--- src/rtl/core_id_q.sv ---
// Instruction-decode queue: a small {pc,instr} FIFO feeding a registered decode
// stage with operand-mux selection, writeback forwarding and branch/trap flags.
package core_id_q_pkg;
    typedef logic [31:0] addr_t;
    typedef logic [31:0] instr_t;
    typedef logic [31:0] data_t;
    typedef logic [3:0]  reg_addr_t;
    typedef logic [2:0]  flag_t;

    // Instruction layout: [31:26] opcode, [25:22] regd, [21:18] rega,
    // [17:14] regb, [13] i, [12] s, [11] reserved, [10:0] immediate.
    typedef enum logic [5:0] {
        OPCODE_NOP  = 6'd0,
        OPCODE_ADD  = 6'd1,
        OPCODE_SUB  = 6'd2,
        OPCODE_AND  = 6'd3,
        OPCODE_OR   = 6'd4,
        OPCODE_MOV  = 6'd5,
        OPCODE_LD   = 6'd6,
        OPCODE_ST   = 6'd7,
        OPCODE_B    = 6'd8,
        OPCODE_CALL = 6'd9,
        OPCODE_RET  = 6'd10,
        OPCODE_RFE  = 6'd11,
        OPCODE_SWI  = 6'd12
    } opcode_t;

    typedef enum logic [1:0] {
        OPMUX_A_RA = 2'd0,
        OPMUX_A_PC = 2'd1,
        OPMUX_A_WB = 2'd2
    } opmux_a_t;

    typedef enum logic [1:0] {
        OPMUX_B_RB  = 2'd0,
        OPMUX_B_IMM = 2'd1,
        OPMUX_B_PC  = 2'd2,
        OPMUX_B_WB  = 2'd3
    } opmux_b_t;

    localparam reg_addr_t RF_PC = 4'hF;
endpackage

module core_id_q
    import core_id_q_pkg::*;
#(
    parameter int DEPTH = 4,
    parameter int NWB   = 2,
    localparam int PW = $clog2(DEPTH),
    localparam int CW = PW + 1,
    localparam int FW = (NWB > 1) ? $clog2(NWB) : 1
) (
    input  logic                  clk,
    input  logic                  rst,
    input  logic                  if_valid,
    output logic                  if_ready,
    input  addr_t                 if_pc,
    input  instr_t                if_instr,
    output logic                  id_valid,
    input  logic                  ex_ready,
    output addr_t                 id_pc,
    output instr_t                id_instr,
    input  logic                  id_flush,
    input  logic [NWB-1:0]        wb_valid,
    input  reg_addr_t [NWB-1:0]   wb_addr,
    input  flag_t                 flag,
    output reg_addr_t             rega_addr,
    output reg_addr_t             regb_addr,
    output data_t                 imm,
    output opmux_a_t              opmux_a,
    output opmux_b_t              opmux_b,
    output logic [FW-1:0]         fwd_sel_a,
    output logic [FW-1:0]         fwd_sel_b,
    output logic                  branch,
    output logic                  branch_imm,
    output logic                  branch_abs,
    output logic                  rfe,
    output logic                  swi,
    output logic                  wb_spr,
    output logic                  id_err,
    output reg_addr_t             spr_addr,
    output logic [CW-1:0]         id_count
);

    addr_t         q_pc    [DEPTH];
    instr_t        q_instr [DEPTH];
    logic [PW-1:0] wr_ptr, rd_ptr;

    logic   enq, load, deq, wr, src_valid;
    addr_t  src_pc;
    instr_t src_instr;

    assign if_ready  = (id_count < CW'(DEPTH)) && !id_flush;
    assign enq       = if_valid && if_ready;
    assign load      = !id_valid || ex_ready;
    assign deq       = load && (id_count != '0);
    // With an empty queue and the output loading, the new entry bypasses storage.
    assign wr        = enq && !(load && (id_count == '0));
    assign src_valid = (id_count != '0) || enq;
    assign src_pc    = (id_count != '0) ? q_pc[rd_ptr]    : if_pc;
    assign src_instr = (id_count != '0) ? q_instr[rd_ptr] : if_instr;

    logic [5:0]    s_op;
    reg_addr_t     s_regd, s_rega, s_regb;
    logic          s_i, s_s;
    logic          unused_rsvd;
    data_t         d_imm;
    opmux_a_t      d_oa;
    opmux_b_t      d_ob;
    logic [FW-1:0] d_fa, d_fb, a_k, b_k;
    logic          a_hit, b_hit, d_br, d_rfe, d_swi, d_wspr, d_err;

    function automatic logic is_opcode(input logic [5:0] op);
        case (op)
            OPCODE_NOP, OPCODE_ADD, OPCODE_SUB, OPCODE_AND, OPCODE_OR,
            OPCODE_MOV, OPCODE_LD, OPCODE_ST, OPCODE_B, OPCODE_CALL,
            OPCODE_RET, OPCODE_RFE, OPCODE_SWI: is_opcode = 1'b1;
            default:                            is_opcode = 1'b0;
        endcase
    endfunction

    assign s_op        = src_instr[31:26];
    assign s_regd      = src_instr[25:22];
    assign s_rega      = src_instr[21:18];
    assign s_regb      = src_instr[17:14];
    assign s_i         = src_instr[13];
    assign s_s         = src_instr[12];
    assign unused_rsvd = src_instr[11];

    always_comb begin
        d_imm = '0;
        if (s_i)
            d_imm = s_s ? {{21{src_instr[10]}}, src_instr[10:0]} : {21'd0, src_instr[10:0]};

        // Scan downward so the lowest matching port is the one that sticks.
        a_hit = 1'b0;
        b_hit = 1'b0;
        a_k   = '0;
        b_k   = '0;
        for (int k = NWB - 1; k >= 0; k--) begin
            if (wb_valid[k] && (wb_addr[k] == s_rega)) begin
                a_hit = 1'b1;
                a_k   = FW'(k);
            end
            if (wb_valid[k] && (wb_addr[k] == s_regb)) begin
                b_hit = 1'b1;
                b_k   = FW'(k);
            end
        end

        d_fa = '0;
        if (s_rega == RF_PC) begin
            d_oa = OPMUX_A_PC;
        end else if (a_hit) begin
            d_oa = OPMUX_A_WB;
            d_fa = a_k;
        end else begin
            d_oa = OPMUX_A_RA;
        end

        d_fb = '0;
        if (s_i) begin
            d_ob = OPMUX_B_IMM;
        end else if (s_regb == RF_PC) begin
            d_ob = OPMUX_B_PC;
        end else if (b_hit) begin
            d_ob = OPMUX_B_WB;
            d_fb = b_k;
        end else begin
            d_ob = OPMUX_B_RB;
        end

        case (s_op)
            OPCODE_B:               d_br = (s_regd[2:0] == flag);
            OPCODE_CALL, OPCODE_RET: d_br = 1'b1;
            default:                d_br = 1'b0;
        endcase
        d_rfe  = (s_op == OPCODE_RFE);
        d_swi  = (s_op == OPCODE_SWI);
        d_wspr = (s_op == OPCODE_MOV) && s_regb[1];
        d_err  = !is_opcode(s_op);
    end

    // Queue storage carries no reset; the pointers and count alone define contents.
    always_ff @(posedge clk) begin
        if (wr) begin
            q_pc[wr_ptr]    <= if_pc;
            q_instr[wr_ptr] <= if_instr;
        end
    end

    always_ff @(posedge clk or negedge rst) begin
        if (!rst) begin
            wr_ptr    <= '0;
            rd_ptr    <= '0;
            id_count  <= '0;
            id_valid  <= 1'b0;
            id_pc     <= '0;
            id_instr  <= {OPCODE_NOP, 26'd0};
            imm       <= '0;
            opmux_a   <= OPMUX_A_RA;
            opmux_b   <= OPMUX_B_RB;
            fwd_sel_a <= '0;
            fwd_sel_b <= '0;
            branch    <= 1'b0;
            rfe       <= 1'b0;
            swi       <= 1'b0;
            wb_spr    <= 1'b0;
            id_err    <= 1'b0;
        end else if (id_flush) begin
            wr_ptr    <= '0;
            rd_ptr    <= '0;
            id_count  <= '0;
            id_valid  <= 1'b0;
            id_instr  <= {OPCODE_NOP, 26'd1};
            imm       <= '0;
            opmux_a   <= OPMUX_A_RA;
            opmux_b   <= OPMUX_B_RB;
            fwd_sel_a <= '0;
            fwd_sel_b <= '0;
            branch    <= 1'b0;
            rfe       <= 1'b0;
            swi       <= 1'b0;
            wb_spr    <= 1'b0;
            id_err    <= 1'b0;
        end else begin
            if (wr)
                wr_ptr <= wr_ptr + 1'b1;
            if (deq)
                rd_ptr <= rd_ptr + 1'b1;
            case ({wr, deq})
                2'b10:   id_count <= id_count + 1'b1;
                2'b01:   id_count <= id_count - 1'b1;
                default: id_count <= id_count;
            endcase

            if (load) begin
                id_valid <= src_valid;
                branch   <= src_valid && d_br;
                rfe      <= src_valid && d_rfe;
                swi      <= src_valid && d_swi;
                wb_spr   <= src_valid && d_wspr;
                id_err   <= src_valid && d_err;
                if (src_valid) begin
                    id_pc     <= src_pc;
                    id_instr  <= src_instr;
                    imm       <= d_imm;
                    opmux_a   <= d_oa;
                    opmux_b   <= d_ob;
                    fwd_sel_a <= d_fa;
                    fwd_sel_b <= d_fb;
                end
            end
        end
    end

    assign rega_addr  = id_instr[21:18];
    assign regb_addr  = id_instr[17:14];
    assign spr_addr   = id_instr[25:22];
    assign branch_imm = id_instr[13];
    assign branch_abs = id_instr[14];

endmodule

--- config.mk ---
export PLATFORM = sky130hd
export DESIGN_NAME = core_id_q
export DESIGN_NICKNAME = d
export VERILOG_FILES = /design/src/rtl/core_id_q.sv
export SDC_FILE = /design/constraint.sdc
export NUM_CORES = 1
export LEC_CHECK = 0
export CORE_MARGIN = 2
export CORE_UTILIZATION = 45
export CTS_BUF_LIST = sky130_fd_sc_hd__clkbuf_2
export CTS_CLUSTER_DIAMETER = 80
export DETAILED_ROUTE_END_ITERATION = 8
export PLACE_DENSITY = 0.68
export SLEW_MARGIN = 15
export SYNTH_ARGS = -nofsm -noshare
export SYNTH_HDL_FRONTEND = slang
export SYNTH_SLANG_ARGS = --single-unit
--- constraint.sdc ---
create_clock -name clk -period 9.05 [get_ports clk]
set_clock_uncertainty 0.1 [all_clocks]
set_input_delay 1.81 -clock clk [delete_from_list [all_inputs] [get_ports clk]]
set_output_delay 1.81 -clock clk [all_outputs]
set_load 0.01 [all_outputs]
==> results of run 1 <==
[state kept, by name, indices dropped and copies added (netlist names), 2 cells and up]
name / cells
id_count: 3
id_instr: 32
id_pc: 32
imm: 12
opmux_a: 2
opmux_b: 2
q_instr: 128
q_pc: 128
rd_ptr: 2
wr_ptr: 2
[synthesized netlist by cell type (12+ instances only)]
cell type | instances | area [um^2]
sky130_fd_sc_hd__xnor2_1 | 12 | 105.1
sky130_fd_sc_hd__a31oi_1 | 33 | 206.5
sky130_fd_sc_hd__nor2_1 | 52 | 195.2
sky130_fd_sc_hd__mux2i_1 | 24 | 240.2
sky130_fd_sc_hd__buf_2 | 16 | 80.08
sky130_fd_sc_hd__edfxtp_1 | 256 | 7687
sky130_fd_sc_hd__o21ai_0 | 32 | 160.2
sky130_fd_sc_hd__dfrtp_1 | 95 | 2377
sky130_fd_sc_hd__mux4_2 | 61 | 1374
sky130_fd_sc_hd__buf_4 | 35 | 262.8
sky130_fd_sc_hd__clkbuf_1 | 24 | 90.09
sky130_fd_sc_hd__nand2_1 | 124 | 465.5
sky130_fd_sc_hd__xor2_1 | 22 | 192.7
[cells by family (layout without fill, tap and decap cells)]
logic type | after synthesis | in the layout
AOI/OAI and AO/OA | 109 | 109
xor gates and xnor gates | 35 | 35
adders and majority gates | 5 | 5
buffers and inverters | 85 | 384
DFF | 351 | 351
muxes | 90 | 90
other | 0 | 2
and+or+nand+nor | 214 | 214
[stage by stage]
stage,setup WS (ns),instance area (um^2),instances
CTS,3.644,17260,1590
floorplan,4.468,14270,889
detailed placement,3.642,16450,1425
finish,3.637,17260,1592
global placement,3.705,16450,1425
global route,3.570,17260,1591
[critical path: stages]
cell                              delay (ns)
sky130_fd_sc_hd__clkdlybuf4s50_1        0.71
sky130_fd_sc_hd__nor2_1                 0.38
sky130_fd_sc_hd__clkdlybuf4s50_1        0.60
[metal layers]
metal | vias up | routed length [um] | global-route usage (%)
li1 | 3847 | - | -
met1 | 4331 | 13750 | 25.68
met2 | 302 | 15570 | 31.85
met3 | 39 | 2298 | 5.767
met4 | 4 | 369 | 5.968
met5 | - | 27 | 0
[power breakdown]
part	switching, mW	total (mW)	leakage, nW	internal (mW)
sequential	0.136	2.05	3.50	1.92
combinational	0.681	1.31	2.09	0.624
clock	0.641	1.03	0.611	0.390
total	1.46	4.39	6.20	2.93
[final cells by class]
class	count	area (um^2)	area share, %
clock inverter	38	173.9	1.007
timing repair buffer	214	2122	12.29
tap	402	503.0	2.913
inverter	5	18.77	0.1087
multi-input combinational	453	3734	21.63
sequential	351	10070	58.34
antenna	2	5.005	0.02899
clock buffer	127	635.6	3.682
[cell usage in the layout (no fill, tap or decap), types with 2 or more instances in the layout]
master	n
sky130_fd_sc_hd__a22o_1	9
sky130_fd_sc_hd__clkinv_1	28
sky130_fd_sc_hd__o21ai_0	32
sky130_fd_sc_hd__nand2_1	124
sky130_fd_sc_hd__clkdlybuf4s50_1	206
sky130_fd_sc_hd__nor3_1	4
sky130_fd_sc_hd__inv_6	2
sky130_fd_sc_hd__xor2_1	22
sky130_fd_sc_hd__a21oi_1	10
sky130_fd_sc_hd__inv_1	5
sky130_fd_sc_hd__clkinv_2	4
sky130_fd_sc_hd__mux2i_1	24
sky130_fd_sc_hd__a21o_1	11
sky130_fd_sc_hd__o211ai_1	4
sky130_fd_sc_hd__a31oi_1	33
sky130_fd_sc_hd__mux4_1	3
sky130_fd_sc_hd__clkbuf_2	127
sky130_fd_sc_hd__buf_4	8
sky130_fd_sc_hd__nor4_1	6
sky130_fd_sc_hd__mux4_2	61
sky130_fd_sc_hd__a32o_1	2
sky130_fd_sc_hd__dfrtp_1	93
sky130_fd_sc_hd__nand3_1	9
sky130_fd_sc_hd__edfxtp_1	256
sky130_fd_sc_hd__xnor2_1	12
sky130_fd_sc_hd__nor3_2	2
sky130_fd_sc_hd__ha_1	4
sky130_fd_sc_hd__and2_4	4
sky130_fd_sc_hd__dfrtp_4	2
sky130_fd_sc_hd__diode_2	2
sky130_fd_sc_hd__nor2_1	51
sky130_fd_sc_hd__nand4_1	5
[final timing paths]
kind	startpoint	to	slack (ns)	cells past startpoint
worst min register to register	id_instr[3]	id_instr[3]	0.39	1
worst max-delay path	id_flush	if_ready	3.64	3
worst min-delay path	id_instr[3]	id_instr[3]	0.39	1
worst max register to register	id_count[2]	fwd_sel_a	6.02	6
max in group asynchronous	rst	id_instr[14]	6.74	2
min in group asynchronous	rst	id_pc[31]	0.76	1
==> run summary, run 1 <==
The mapped netlist covers 14270 um^2. The via count of the first global-routing pass was between 8k and 9k. Among all flip-flop cells after synthesis, the most frequent one is sky130_fd_sc_hd__edfxtp_1. The sort of element at the start of the critical path is an input pin. The critical path data arrival time came out at between 3 and 4 ns. IR analysis of the VDD net gives a maximum drop of approximately 140 uV. The congestion estimate from routability-driven global placement came to ~0.81. The number of buffers inserted during clock tree synthesis came out at 88. The hold-fix buffer count after cts is 0.

The number of buffers inserted to repair setup after CTS came out at 0. The synthesized netlist devotes slightly above 6% of its cell area to simple gates. The total of flip-flops plus latches after synthesis is 351. After detailed routing, the average wire length per cell comes to about 20 um. The effective utilization at floorplan is a little under half. The sequential element share of the synthesized area is 70.55%. The iteration count of the initial detailed-routing pass came out at 5. The number of antenna violations at the first check in global routing came out at 4. STA puts the critical path data required time at ~7.1 ns.

In the synthesized netlist the async set-or-reset flop fraction comes to a little over a quarter. The net count of the finished layout is 1200. The number of gates resized after cts came out at 0. The hold violation total from the final report is 0.

The maximum clock path buffer count came out at 3. Entering global routing, the biggest net connects 69 pins. The detailed-placement wirelength estimate came out at between 15 and 20 mm.

The ratio of final minimum period to clock period came out at about three fifths. The number of slew-limit violations in the final report came out at 0. Setup total negative slack on the finished layout was measured at 0 ns. The core area is 31390 um^2. The initial detailed-routing violation count came out at roughly 460. STA classifies the critical path endpoint as an output port.

The largest fanout of any net on the critical path is 15. The total of buffers placed on input and output ports is roughly 210. Setup repair after global routing left no endpoint under its margin. The area growth from synthesis to layout is 21.01%. The power after layout came out at 4.388 mW. The setup path with the least slack is of type in -> out. The post-route worst hold slack came out at approximately 0.39 ns. The fraction of the mapped netlist area in adder cells is 0.4911%. The synthesized net count came out at 976. The final count of negative-setup-slack endpoints is 0. For this run, the top clock speed supported by timing is between 150 and 200 MHz. The run finished with clean final reports. The total wire length is 32.01 mm. The floorplan step set the die height to 182.1 um.

The total power density per cell area is ~250 nW/um^2. The sum of overflow across all layers after global routing is 0. The first global-routing pass estimated about 50 mm of wire. The clock root buffer master is sky130_fd_sc_hd__clkbuf_2. Global routing used 19.58% of the available tracks across all layers.

The count of filler cells inserted in the layout came out at 2614. The fraction of the core area covered by cells at the end of the flow is ~55%. The area fraction in compound gates after synthesis is approximately 4.9%. By area, the combinational part of the netlist is dominated by multiplexers. The distinct cell type count of the synthesized netlist is 46. The row count is 65. At the pin with the least slew margin, the transition time is about 1.1 ns. The area of the die is between 30000 and 40000 um^2. The max-cap violation count is 0. Cells with a size suffix above 1 make up a little under a fifth of the layout. The remaining antenna violation count after routing is 0.

The number of vias per cell is 5.354. Pin placement for this block handled between 200 and 250 I/O pins. Measured along the x axis, the die boundary spans 182.1 um.

The CTS H-tree depth came out at 3. The count of clock tree sinks is approximately 350. The count of unresolved DRC violations after routing came out at 0. The Yosys step of the flow raised 0 warnings. The count of flip-flops with a built-in enable after synthesis came out at about 260.

The final critical delay including setup and external delays came out at roughly 5.4 ns. The CTS tree is built. In this run the static leakage power is around 6.2 nW.

After Yosys synthesis, XOR and XNOR cells account for 2.201% of the synthesized area. The vias after detailed routing came out at between 8k and 9k. The tightest min-delay check is of the reg -> reg type.

The number of instances in the synthesized netlist came out at between 800 and 900. Headroom to the max-slew limit came out at 29.87%. The post-synthesis mux area share came out at between 10% and 20%. A synthesized cell averages approximately 16 um^2. The latest clock arrival within the worst-skew pair is ~0.9 ns. The register clock-pin slew on the reported worst setup and hold paths is ~0.11 ns.
Power figures use the tool's default switching activity.
==> inputs of run 2 (changes only) <==
clock period = 5.5 ns   (was 9.05 ns; I/O delays follow)
==> run 2 against run 1 <==
Design area is 0.26% higher. Die area stayed put. Critical path depth stayed put. Via count is 0.48% higher.
==> run summary, run 2 (synthesis results as in run 1) <==
Walking the worst path, the cells encountered are clkdlybuf4s50_1 > nor2_1 > clkdlybuf4s50_1. The hold-fix buffer count after cts came out at 0 (unchanged). The peak supply drop came to 215.0 uV (+55%). The total wire length is 32.82 mm (+2.5%). The data required time of the worst path is 4.30 ns (-2.84 ns). The effective utilization at floorplan came to 45.44% (unchanged). The iteration count of the initial detailed-routing pass is 5 (unchanged). The highest clock frequency the design can meet is 252.0 MHz. The CTS H-tree depth is 3 (unchanged). The number of buffers inserted during clock tree synthesis is 88 (unchanged). The number of cells on the worst reg-to-reg path is 4 (-2).

The global placement routability congestion came out at 0.8007 (-1.7%). The max-cap violation count is 0 (unchanged). The number of vias per cell came to 5.373 (+0.35%). Setup repair after global routing left no endpoint under its margin. The number of antenna violations at the first check in global routing came out at 5 (+1). The setup path with the least slack is of type in -> out. The row count is 65 (unchanged). The final total negative setup slack came out at 0 ns (unchanged). STA classifies the critical path endpoint as an output port.

The number of buffers inserted to repair setup after CTS is 0 (unchanged). The ratio of final minimum period to clock period came out at 72.16%. The count of clock tree sinks is 351 (unchanged). In the layout the commonest cells are sky130_fd_sc_hd__edfxtp_1 (256), sky130_fd_sc_hd__clkdlybuf4s50_1 (206), sky130_fd_sc_hd__clkbuf_2 (145). The final count of negative-setup-slack endpoints is 0 (unchanged). The latest clock arrival within the worst-skew pair is 0.88 ns (-0.02 ns).

The post-route worst hold slack came out at 0.1556 ns (-0.2317 ns). The largest net degree at the start of global routing is 66 (-4.3%). The maximum clock path buffer count is 3 (unchanged). The core area came out at 31390 um^2 (unchanged). The final critical delay including setup and external delays is 3.969 ns.

The total routing resource utilization after global routing is 19.86% (+0.28 points). In the final layout, the registers with the most flip-flops are q_instr: 128 flops, q_pc: 128 flops. The routed length per instance came out at 20.59 um (+2.4%). The first-pass GRT wire length is 50.12 mm (+0.47%). The slew at the pin with the worst max-slew slack came out at 1.116 ns (+0.06407 ns). Counting stages on the worst path, the most repeated cell is sky130_fd_sc_hd__clkdlybuf4s50_1.

The sum of overflow across all layers after global routing came out at 0 (unchanged). The reg-to-reg startpoint is id_count[2]. The hold violation total from the final report is 0 (unchanged).

The total power density per cell area is 422.6 nW/um^2 (+66%). The number of top-level pins came out at 208 (unchanged). The critical path data arrival time came out at 2.77 ns (-0.73 ns). The vias after detailed routing is 8564 (+0.48%). The number of slew-limit violations in the final report is 0 (unchanged). The count of unresolved DRC violations after routing is 0 (unchanged). The area of the die came to 33140 um^2 (unchanged). The library cell used most frequently in the layout, excluding fill and tap cells, is sky130_fd_sc_hd__edfxtp_1. The number of gates resized after cts is 0 (unchanged). The max-slew headroom at the worst pin came out at 25.19% (-4.7 points). TritonCTS built the clock tree. The detailed-placement wirelength estimate came out at 19.68 mm (+4.6%). The total of buffers placed on input and output ports came out at 207 (unchanged). The largest fanout of any net on the critical path was 15 (unchanged).

The height of the die was 182.1 um (unchanged). The final cell count without fillers came to 1594 (+0.13%). The synthesis-to-finish area growth came out at 21.33%. The count of nets after finishing came out at 1200 (unchanged). The run finished with clean final reports. The remaining antenna violation count after routing came out at 0 (unchanged).

The sort of element at the start of the critical path is an input pin. The floorplan die width came out at 182.1 um (unchanged). The ratio of cells with drive above 1 in the final layout came to 19.87% (+1.2 points). Among all stages on the critical path, the largest delay is contributed by sky130_fd_sc_hd__clkdlybuf4s50_1. The power after layout is 7.314 mW (+67%). The count of placed standard cells including taps was 1425 (unchanged). The fraction of the core area covered by cells at the end of the flow came out at 55.14% (+0.14 points). The register clock-pin slew on the reported worst setup and hold paths came out at 0.10 ns (about the same).

The destination of the worst register-to-register timing path is q_instr[2][16]. The largest incremental delay on the critical path is 0.70 ns (about the same). The initial detailed-routing violation count came out at 566 (+23%). In this run the clock root is driven by a sky130_fd_sc_hd__clkbuf_2. The register-to-register setup slack is 2.55 ns (-3.47 ns). The static leakage came to 6.248 nW (+0.77%). The via count of the first global-routing pass was 8785 (unchanged). The path class of the tightest hold or removal check is in -> async.
run 2: cell count changes in the layout (fill, tap and decap cells not counted), moves of 2 or more:
cell                       delta
sky130_fd_sc_hd__clkbuf_2    +18
sky130_fd_sc_hd__inv_6        -2
sky130_fd_sc_hd__clkinv_2     -3
sky130_fd_sc_hd__diode_2      +2
sky130_fd_sc_hd__clkinv_1    -14
run 2: per-stage QoR:
step                setup slack (ns)  cell area (um^2)
floorplan                      1.628             14270
global placement               1.379             16460
detailed placement             1.305             16460
CTS                            1.518             17300
global route                   1.406             17300
finish                         1.531             17310
run 2: per-layer routing:
metal	wire (um)	global-route usage, %
met2	15550	31.40
met5	31	0
met1	14520	26.95
met4	446	7.065
met3	2274	5.109
run 2: layout make-up:
cell class	count	area, um^2
Clock inverter	20	111.4
Sequential cell	351	10070
Tap cell	402	503.0
Multi-Input combinational cell	453	3734
Timing Repair Buffer	214	2135
Inverter	5	18.77
Fill cell	2559	14080
Antenna cell	4	10.01
Clock buffer	145	725.7
run 2: critical path, delay by kind of cell:
kind                   cells  cell delay, ns
AND/OR/NAND/NOR            1            0.37
buffers and inverters      2            1.30
run 2: where the power goes:
group,switching [mW],leakage [nW],internal (mW)
Clock,1.03,0.655,0.738
Combinational,1.12,2.09,1.03
Sequential,0.239,3.50,3.15
run 2: how the worst max path moves through the flow:
stage,depth (start not counted),startpoint,to,slack [ns]
3_3_place_gp,5,id_flush,q_pc[2][4],1.38
6_report,3,id_flush,if_ready,1.53
2_1_floorplan,4,id_flush,q_instr[0][0],1.63
4_1_cts,3,id_flush,if_ready,1.52
5_1_grt,3,id_flush,if_ready,1.41
3_5_place_dp,5,id_flush,q_pc[2][4],1.30
==> variant, RTL diff (flow settings as in run 2) <==
`NWB`: 2 -> 1.
--- a/src/rtl/core_id_q.sv
+++ b/src/rtl/core_id_q.sv
@@ -46,5 +46,5 @@
 #(
     parameter int DEPTH = 4,
-    parameter int NWB   = 2,
+    parameter int NWB   = 1,
     localparam int PW = $clog2(DEPTH),
     localparam int CW = PW + 1,
Ports: changed (resized wb_addr and wb_valid); port bits go from 208 to 203. No check against the original RTL was run, so the function may have changed too.
==> variant against run 2 <==
Setup slack better by 0.38 ns. Utilization is essentially flat. Sequential cell count is 2 lower. Area after synthesis is 1.8% lower. Power rose by 1.9%. Cell area fell by 2.4%. Routed wire length is 7.9% lower. Combinational power grew 9.3%.
==> variant: results (changes against run 2) <==
WL/cell = 19.65 um (was 20.59 um)
Gr usage total = 18.85% (was 19.86%)
Max FO, Critical Path = 16 (was 15)
Nets = 1153 (was 1200)
Comb_multi_in = 423 (was 453)
Footprint of the multi-input gates = 3507 um2 (was 3734 um2)
Seq/Total Area, Yosys = 71.45% (was 70.55%)
Sequential cell area = 10020 um2 (was 10070 um2)
Logic gate share of total power = 31.5% (was 29.4%)
P_leak = 6.070 nW (was 6.248 nW)
Metal2 WL = 14.38 mm (was 15.55 mm)
Int Pwr = 0.005071 W (was 0.004925 W)
Number of global-route vias before repair = 8487 (was 8785)
CLK BUF = 144 (was 145)
Worst skew pair latency = 0.84 ns (was 0.88 ns)
Status = complete, no violations (unchanged)
Peak VDD IR = 0.2220 mV (was 0.2150 mV)
Worst reg2reg path depth = 6 (was 4)
Seq Cell Count = 349 (was 351)
Met3 routed wirelength = 2.084 mm (was 2.274 mm)
Slew Limit Headroom = 23.85% (was 25.19%)
GP Congestion = 0.7602 (was 0.8007)
Avg Vias per Cell = 5.237 (was 5.373)
Non-clk invs = 3 (was 5)
Share of cells above drive strength 1 = 20.68% (was 19.87%)
Worst r2r dst = opmux_b[0] (was q_instr[2][16])
Iter 0 DRT Violations = 461 (was 566)
Ant. Diodes = 2 (was 4)
Port bufs = 200 (was 207)
CTS Buf Count = 86 (was 88)
HPWL Detailed = 18.64 mm (was 19.68 mm)
Final-layout fill cell count = 2477 (was 2559)
DR pass1 iterations = 4 (was 5)
Post-synth top cells = edfxtp_1 (256), nand2_1 (115), dfrtp_1 (93) (was edfxtp_1 (256), nand2_1 (124), dfrtp_1 (95))
Number of non-clock buffers = 208 (was 214)
variant: through the flow:
step                worst slack, ns  cell area, um2  util [%]  cells
finish                        1.915           16900     55.10   1539
CTS                           1.885           16900     55.09   1537
detailed placement            1.405           16100     52.48   1379
global placement              1.460           16100     52.48   1379
global route                  1.816           16900     55.10   1539
floorplan                     1.389           14020         -    858
variant: cell families (layout without fill, tap and decap cells):
logic type | Yosys count | count (layout) | share of synthesized area [%]
XOR/XNOR | 19 | 19 | 1.187
buffers and inverters | 86 | 369 | 3.749
multiplexers | 92 | 92 | 12.34
AND/OR/NAND/NOR | 199 | 199 | 5.963
adder cells (fa/ha/maj) | 5 | 5 | 0.4999
AO/OA/AOI/OAI | 106 | 106 | 4.785
other | 1 | 4 | 0.02676
flip-flops | 349 | 349 | 71.45
variant: per-layer routing:
| metal | up-vias | global-route usage, % |
|---|---|---|
| met5 | - | 0 |
| met4 | 6 | 7.129 |
| met3 | 49 | 6.083 |
| met2 | 269 | 29.50 |
| met1 | 4028 | 24.76 |
| li1 | 3707 | - |
